**config.mk**
```make
export PLATFORM = sky130hd
export DESIGN_NAME = bcd_display_mux
export DESIGN_NICKNAME = d
export VERILOG_FILES = /design/src/rtl/bcd_display_pkg.sv /design/src/rtl/bcd_to_7seg.sv /design/src/rtl/bcd_display_mux.sv
export SDC_FILE = /design/constraint.sdc
export NUM_CORES = 1
export LEC_CHECK = 0
export BUFFER_PORTS_ARGS = -buffer_cell sky130_fd_sc_hd__buf_4
export CAP_MARGIN = 20
export CORE_AREA = 4 4 71 73
export DETAILED_ROUTE_END_ITERATION = 12
export DIE_AREA = 0 0 75 77
export HOLD_SLACK_MARGIN = 0.05
export PLACE_DENSITY = 0.69
export SLEW_MARGIN = 30
export SYNTH_ARGS = -nofsm -noshare
export SYNTH_HDL_FRONTEND = slang
export SYNTH_HIERARCHICAL = 1
export SYNTH_SLANG_ARGS = --single-unit
```
**constraint.sdc**
```tcl
create_clock -name sys_clk -period 3.1 [get_ports sys_clk]
set_clock_uncertainty 0.1 [all_clocks]
set_input_delay 0.31 -clock sys_clk [delete_from_list [all_inputs] [get_ports sys_clk]]
set_output_delay 0.31 -clock sys_clk [all_outputs]
set_load 0.02 [all_outputs]
```
**src/rtl/bcd_display_pkg.sv**
```systemverilog
// Shared constants for the multiplexed BCD 7-segment display driver.
package bcd_display_pkg;

  // Active-high segment glyphs, bit order {g,f,e,d,c,b,a}
  localparam logic [6:0] SEG_0    = 7'h3F;
  localparam logic [6:0] SEG_1    = 7'h06;
  localparam logic [6:0] SEG_2    = 7'h5B;
  localparam logic [6:0] SEG_3    = 7'h4F;
  localparam logic [6:0] SEG_4    = 7'h66;
  localparam logic [6:0] SEG_5    = 7'h6D;
  localparam logic [6:0] SEG_6    = 7'h7D;
  localparam logic [6:0] SEG_7    = 7'h07;
  localparam logic [6:0] SEG_8    = 7'h7F;
  localparam logic [6:0] SEG_9    = 7'h6F;
  localparam logic [6:0] SEG_DASH = 7'h40;
  localparam logic [6:0] SEG_OFF  = 7'h00;

  // Scan FSM encoding
  localparam logic [0:0] ST_BLANK = 1'b0;
  localparam logic [0:0] ST_SHOW  = 1'b1;

endpackage

```
**src/rtl/bcd_to_7seg.sv**
```systemverilog
// Combinational BCD to active-high 7-segment decoder; codes 10-15 show a dash.
module bcd_to_7seg
  import bcd_display_pkg::*;
(
  input  logic [3:0] bcd,
  output logic [6:0] seg_c
);

  // Glyph lookup
  always_comb begin
    seg_c = SEG_DASH;
    case (bcd)
      4'd0:    seg_c = SEG_0;
      4'd1:    seg_c = SEG_1;
      4'd2:    seg_c = SEG_2;
      4'd3:    seg_c = SEG_3;
      4'd4:    seg_c = SEG_4;
      4'd5:    seg_c = SEG_5;
      4'd6:    seg_c = SEG_6;
      4'd7:    seg_c = SEG_7;
      4'd8:    seg_c = SEG_8;
      4'd9:    seg_c = SEG_9;
      default: seg_c = SEG_DASH;
    endcase
  end

endmodule

```
**src/rtl/bcd_display_mux.sv**
```systemverilog
// Time-multiplexed BCD display scanner: per-frame snapshot, dead-time between
// digits, leading-zero blanking and registered, polarity-adjusted pin outputs.
module bcd_display_mux
  import bcd_display_pkg::*;
#(
  parameter int unsigned NUM_DIGITS     = 4,
  parameter int unsigned SLOT_CLKS      = 1000,
  parameter int unsigned BLANK_CLKS     = 50,
  parameter bit          SEG_ACTIVE_LOW = 1'b1,
  parameter bit          DIG_ACTIVE_LOW = 1'b1
) (
  input  logic                    sys_clk,
  input  logic                    sys_reset,
  input  logic [4*NUM_DIGITS-1:0] counts,
  input  logic                    lz_blank,
  output logic [6:0]              seg,
  output logic [NUM_DIGITS-1:0]   digit_sel,
  output logic                    frame_tick
);

  localparam int unsigned CNT_W = 4 * NUM_DIGITS;
  localparam int unsigned IDX_W = (NUM_DIGITS > 1) ? $clog2(NUM_DIGITS) : 1;
  localparam int unsigned TMR_W = $clog2(SLOT_CLKS);

  logic [0:0]            state, state_nxt;
  logic [TMR_W-1:0]      timer, timer_nxt;
  logic [IDX_W-1:0]      idx, idx_nxt;
  logic [CNT_W-1:0]      snap;
  logic                  snap_lz;
  logic                  snap_load;
  logic [NUM_DIGITS-1:0] lz_mask;
  logic                  zero_run;
  logic [3:0]            cur_digit;
  logic                  cur_blank;
  logic [6:0]            glyph;
  logic [6:0]            seg_nxt;
  logic [NUM_DIGITS-1:0] dsel_nxt;
  logic                  tick_nxt;

  // Digit k>0 is suppressed when it and every more significant digit are zero
  always_comb begin
    zero_run = 1'b1;
    lz_mask  = '0;
    for (int k = int'(NUM_DIGITS) - 1; k >= 0; k--) begin
      zero_run   = zero_run & (snap[4*k +: 4] == 4'd0);
      lz_mask[k] = snap_lz & zero_run & (k != 0);
    end
  end

  // Select the snapshot nibble and blank flag for the digit being scanned
  always_comb begin
    cur_digit = '0;
    cur_blank = 1'b0;
    for (int k = 0; k < int'(NUM_DIGITS); k++) begin
      if (idx == IDX_W'(k)) begin
        cur_digit = snap[4*k +: 4];
        cur_blank = lz_mask[k];
      end
    end
  end

  bcd_to_7seg u_dec (
    .bcd   (cur_digit),
    .seg_c (glyph)
  );

  // Next-state, slot timing and active-high output values
  always_comb begin
    state_nxt = state;
    timer_nxt = timer + TMR_W'(1);
    idx_nxt   = idx;
    seg_nxt   = SEG_OFF;
    dsel_nxt  = '0;
    tick_nxt  = 1'b0;
    snap_load = (state == ST_BLANK) && (idx == '0) && (timer == '0);
    case (state)
      ST_BLANK: begin
        if (timer == TMR_W'(BLANK_CLKS - 1)) begin
          state_nxt = ST_SHOW;
        end
      end
      ST_SHOW: begin
        seg_nxt  = cur_blank ? SEG_OFF : glyph;
        dsel_nxt = NUM_DIGITS'(1) << idx;
        if (timer == TMR_W'(SLOT_CLKS - 1)) begin
          state_nxt = ST_BLANK;
          timer_nxt = '0;
          if (idx == IDX_W'(NUM_DIGITS - 1)) begin
            idx_nxt  = '0;
            tick_nxt = 1'b1;
          end else begin
            idx_nxt = idx + IDX_W'(1);
          end
        end
      end
      default: begin
        state_nxt = ST_BLANK;
        timer_nxt = '0;
      end
    endcase
  end

  // State, snapshot and polarity-adjusted output registers
  always_ff @(posedge sys_clk) begin
    if (!sys_reset) begin
      state      <= ST_BLANK;
      timer      <= '0;
      idx        <= '0;
      snap       <= '0;
      snap_lz    <= 1'b0;
      seg        <= {7{SEG_ACTIVE_LOW}} ^ SEG_OFF;
      digit_sel  <= {NUM_DIGITS{DIG_ACTIVE_LOW}};
      frame_tick <= 1'b0;
    end else begin
      state      <= state_nxt;
      timer      <= timer_nxt;
      idx        <= idx_nxt;
      if (snap_load) begin
        snap    <= counts;
        snap_lz <= lz_blank;
      end
      seg        <= {7{SEG_ACTIVE_LOW}} ^ seg_nxt;
      digit_sel  <= {NUM_DIGITS{DIG_ACTIVE_LOW}} ^ dsel_nxt;
      frame_tick <= tick_nxt;
    end
  end

endmodule

```
=== Word-level counts from Yosys, hierarchy flattened ===
Memory sizes are Yosys's and may differ from the RTL's.
Index checks and enable logic that the tools add are counted.

* Flip-flop bits (word level): 42
* Logic and storage cells: 51
* Bits in latches: 0
* ROM bits: 112
* Memories: 1
* Memory bits (writable): 0
* Output and inout bits: 12

{| class="wikitable"
|+ Memory list
! name !! depth !! bits a word !! rd ports !! clocked after Yosys merged registers in !! write ports !! RTL line !! text
|-
| (name not given) || 16 || 7 || 1 || 0 || 0 || bcd_to_7seg.sv:12 || <nowiki>case (bcd)</nowiki>
|}

* $lt $le $gt $ge: 0
* Add/subtract/negate cells: 2
* Equal/unequal tests: 5
* Shift operators: 1
* Multipliers: 0
* Div/mod/pow operators: 0
* Reduce and logical (&&, ||, !) cells: 9
* Muxes and demuxes: 17
* Bitwise gates (word level): 8

{| class="wikitable"
|+ Operators by type and width
! operator !! number
|-
| two-way mux 10 bit || 2
|-
| two-way mux 4 bit || 5
|-
| two-way mux 7 bit || 2
|-
| zero test 4 bit || 3
|-
| adder 10 x 1 -> 10 bit (second input constant) || 1
|-
| == test 10 bit (second input constant) || 1
|-
| == test 10 x 6 -> 1 bit (second input constant) || 1
|-
| zero test 10 bit || 1
|-
| inverter 7 bit || 1
|-
| two-way mux 1 bit || 6
|-
| AND 1 bit || 5
|-
| == test 2 bit (second input constant) || 2
|-
| inverter 4 bit || 1
|-
| left shift 1 x 2 -> 4 bit (first input constant) || 1
|-
| AND reduction 3 bit || 1
|-
| adder 2 x 1 -> 2 bit (second input constant) || 1
|-
| == test 2 x 1 -> 1 bit (second input constant) || 1
|-
| logical AND 1 bit || 2
|-
| zero test 2 bit || 1
|-
| two-way mux 2 bit || 1
|-
| case mux 1 bit (2 select lines) || 1
|-
| AND reduction 2 bit || 1
|-
| inverter 1 bit || 1
|}

=== Longest topological paths before layout ===
* Depth in word-level cells: 10
* Gate-level depth with buffers: 11
* Gate-level depth less buffers: 10

=== Modules after synthesis ===
The synthesis kept the hierarchy.

{| class="wikitable"
|+ Modules (own cells, without submodules)
! module !! instances !! cells each !! area an instance (µm²)
|-
| bcd_display_mux || 1 || 211 || 1920.6
|-
| bcd_to_7seg || 1 || 29 || 225.2
|}

=== Worst setup path after synthesis ===
Ideal clock, no wire load.

* Path type: register to register
* Start point: register idx[0]
* End point: register seg[3]
* Data required time: 2.861 ns
* Library setup time: 0.139 ns
* Arrival time: 1.950 ns
* Stages on the path, launching flop included: 11
* Clock period less this slack: 2.189 ns
* Path slack: 0.911 ns
* Cell sequence: dfxtp_1 -> inv_1 -> ha_1 -> clkbuf_1 -> a21oi_1 -> a22o_1 -> inv_1 -> ha_1 -> mux2_4 -> o22ai_1 -> o211ai_1

* Word-level cells in the longest chain between the ends: 9
* Elaborated cells between the ends (all ways): 15
* Those cells by class: eq/ne: 3; mux: 9; bitwise: 1; reduce/logical: 1; memory: 1

{| class="wikitable"
|+ Ends and longest elaborated chain
! item !! RTL line !! text
|-
| from (decl) || bcd_display_mux.sv:27 || <nowiki>logic [IDX_W-1:0] idx, idx_nxt;</nowiki>
|-
| from (signal assigned) || bcd_display_mux.sv:117 || <nowiki>idx <= idx_nxt;</nowiki>
|-
| zero test 2 bit || bcd_display_mux.sv:55 || <nowiki>if (idx == IDX_W'(k)) begin</nowiki>
|-
| two-way mux 4 bit (3 in series) || bcd_display_mux.sv:55 ||
|-
| two-way mux 4 bit (*) || bcd_display_mux.sv:55 ||
|-
| via cur_digit[1] || bcd_display_mux.sv:33 || <nowiki>logic [3:0] cur_digit;</nowiki>
|-
| memory (16 x 7 bit) (*) || - ||
|-
| via glyph[3] || bcd_display_mux.sv:35 || <nowiki>logic [6:0] glyph;</nowiki>
|-
| two-way mux 7 bit (*) || bcd_display_mux.sv:83 || <nowiki>seg_nxt = cur_blank ? SEG_OFF : glyph;</nowiki>
|-
| two-way mux 7 bit (*) || bcd_display_mux.sv:76 || <nowiki>case (state)</nowiki>
|-
| inverter 7 bit (no line) (*) || - ||
|-
| to (signal assigned) || bcd_display_mux.sv:111 || <nowiki>seg <= {7{SEG_ACTIVE_LOW}} ^ SEG_OFF;</nowiki>
|-
| to (signal assigned) || bcd_display_mux.sv:122 || <nowiki>seg <= {7{SEG_ACTIVE_LOW}} ^ seg_nxt;</nowiki>
|-
| to (decl) || bcd_display_mux.sv:16 || <nowiki>output logic [6:0] seg,</nowiki>
|}

The timed path passes the listed nets; every way through them passes the cells marked *.
A chain may end at the register's enable or synchronous reset.

=== Final worst setup path ===
Same ends and word-level chain as after synthesis.

==> reports/qor.yml <==
run_status:
  status: "finished clean"
timing:
  post-route-period-util_pct: 76.6
  max_slew.worst_pin.slew_ns: 0.695
  slew_headroom_pct: 53.7
  clock.fmax_mhz: 421
  tns_ns: 0
  rsz0062_at_grt: "no"
  setup_violations: 0
  maxSlewViolCount: 0
  period_minus_slack_ns: 2.38
  finalHoldViolations: 0
global_route:
  gr-total-overflow: 0
  grt_first_pass_wirelength_um: 7040
  grt_antenna_before_repair: 0
  grt_pass1_vias: 1547
  track_usage_pct: 15.4
  grt_max_degree: 42
pwr:
  power_density_nw_per_um2: 476
  leakage_nw: 0.987
  ir_drop_mv: 0.199
route:
  wl_per_cell_um: 13.0
  vias: 1676
  totalWireLength_um: 4150
  drc_errors: 0
  dr.pass1.iters: 4
  viasPerCell: 5.27
  drt_iter0_markers: 84
  postRouteAntennaNets: 0
die:
  core-area_um2: 4350
  ios: 31
  rows: 24
  fp.dieH_um: 77
  initial_core_util_pct: 49.3
  fp.dieW_um: 75
  die-area_um2: 5780
yosys:
  synth_fp_nets: 272
  synth_seq_cells: 42
  synth_edf_count: 0
  syn_inst: 240
  ys_types: 43
  avgSynthCellArea_um2: 8.94
  synth_area_um2: 2150
  async_flop_share_pct: 0
  yosys_warnings: 6
  ys_seq_area_share_pct: 39.2
  synth_ff_type: "dfxtp_1"
final_layout:
  layout_commonest_cell: "nand2_1"
  final_area_um2: 2450
  antennaDiodeCount: 0
  mostFrequentLayoutCells: "nand2_1 (51), dfxtp_1 (42), buf_4 (31)"
  layout.nets: 297
  drive_gt1_share_pct: 19.2
  syn_to_final_growth_pct: 14.4
clocking:
  clk_pin_slew_worst_paths_ns: 0.08
  clk_latency_ns: 0.29
  cts_hold_buf: 0
  cts_resized: 0
  htree_levels: 2
  cts.path.max_buffers: 2
  cts_tree: "done"
  numClockSinks: 42
  clockRootBuffer: "clkbuf_8"
  postCtsSetupBuffers: 0
  numCtsBuffers: 5
placed_design:
  io_buffer_count: 30
  hpwl_um: 3030
  postPlaceCellArea_um2: 2350
  globalplace.congestion: 0.761
worst_setup_path:
  critPathKind: "flop to flop"
  reg2reg_depth: 9
  worstSetupEndpointType: "flop"
  cp-start-kind: "flop"
  crit_fanout: 10
  required_ns: 3.14
  arrival_ns: 2.42
min_path:
  hold_depth: 3
  hold_class: "input pin to flop"
run:
  drv_cap: 0
worst max-delay path: stages (launching register included):
cell and delay, ns:
dfxtp_1 0.41, inv_1 0.08, ha_1 0.32, a21oi_1 0.18
a22o_1 0.29, inv_1 0.13, ha_1 0.20, mux2_4 0.27
o22ai_1 0.13, o211ai_1 0.11
synthesized netlist by cell type (all sizes together), types with 2 or more instances:
master / instances / area share, %
ha: 13 / 7.6
a21oi: 14 / 4.3
and2: 2 / 0.58
inv: 16 / 2.8
xor2: 2 / 0.82
or4: 2 / 0.70
o211ai: 8 / 2.8
clkbuf: 6 / 1.0
nand2: 51 / 8.9
o22ai: 3 / 0.87
dfxtp: 42 / 39
o21ai: 9 / 2.1
mux2i: 19 / 8.9
nand4: 2 / 0.58
nor4: 5 / 1.7
o31ai: 3 / 1.7
a22o: 4 / 1.6
nand3: 5 / 1.2
or3: 3 / 0.87
nor2: 7 / 1.7
a21o: 2 / 0.70
buf: 7 / 3.4
sequential cells by signal, indices dropped and copies added (netlist names):
| signal | flops |
|---|---|
| snap | 16 |
| timer | 10 |
| seg | 7 |
| digit_sel | 4 |
| idx | 2 |
| frame_tick | 1 |
| snap_lz | 1 |
| state | 1 |
stage by stage:
| step | setup slack [ns] | instances | power, W | hold WS, ns | utilization, % |
|---|---|---|---|---|---|
| after global placement | 0.850 | 310 | 0.000762 | 0.354 | 53.9 |
| after global routing | 0.507 | 318 | 0.00123 | 0.157 | 56.4 |
| final | 0.724 | 318 | 0.00117 | 0.166 | 56.4 |
| after detailed placement | 0.765 | 310 | 0.000766 | 0.355 | 53.9 |
| after CTS | 0.738 | 318 | 0.00118 | 0.159 | 56.4 |
| after floorplan | 0.911 | 240 | 0.000733 | 0.335 | - |
per-layer routing:
layer / share of wire [%] / global-route usage [%]
met5: 0 / 0
met3: 5.2 / 4.05
met2: 42 / 21.2
met1: 51 / 22.3
met4: 1.6 / 6.23
worst paths after layout:
check	start	endpoint	slack [ns]
hold / removal	counts[11]	snap[11]$_SDFFE_PN0P_	0.17
setup reg to reg	idx[0]$_SDFFE_PN0P_	seg[3]$_SDFF_PN1_	0.72
hold reg to reg	snap_lz$_SDFFE_PN0P_	snap_lz$_SDFFE_PN0P_	0.37
setup / recovery	idx[0]$_SDFFE_PN0P_	seg[3]$_SDFF_PN1_	0.72
final cells by class:
class | instances | area, µm²
fill | 384 | 1900
tap | 52 | 65.1
sequential | 42 | 841
timing repair buffer | 31 | 233
inverter | 16 | 60.1
clock inverter | 1 | 30.0
multi-input combinational | 169 | 1150
clock buffer | 7 | 76.3
cells by family after synthesis:
| kind of cell | count (synthesis) | synth area share, % |
|---|---|---|
| and+or+nand+nor | 87 | 19.8 |
| AOI/OAI and AO/OA | 46 | 15.5 |
| DFF | 42 | 39.2 |
| buffers and inverters | 29 | 7.23 |
| muxes | 20 | 9.56 |
| adders and majority gates | 13 | 7.58 |
| xor gates and xnor gates | 3 | 1.22 |
where the power goes:
group          leakage, nW  total [W]  switching [W]  internal [W]
registers            0.343   0.000588      0.0000227      0.000566
logic                0.592   0.000165      0.0000863     0.0000783
clock network       0.0524   0.000416       0.000175      0.000241
total                0.987    0.00117       0.000284      0.000885
Note: power is estimated with default switching activity, not from simulation.
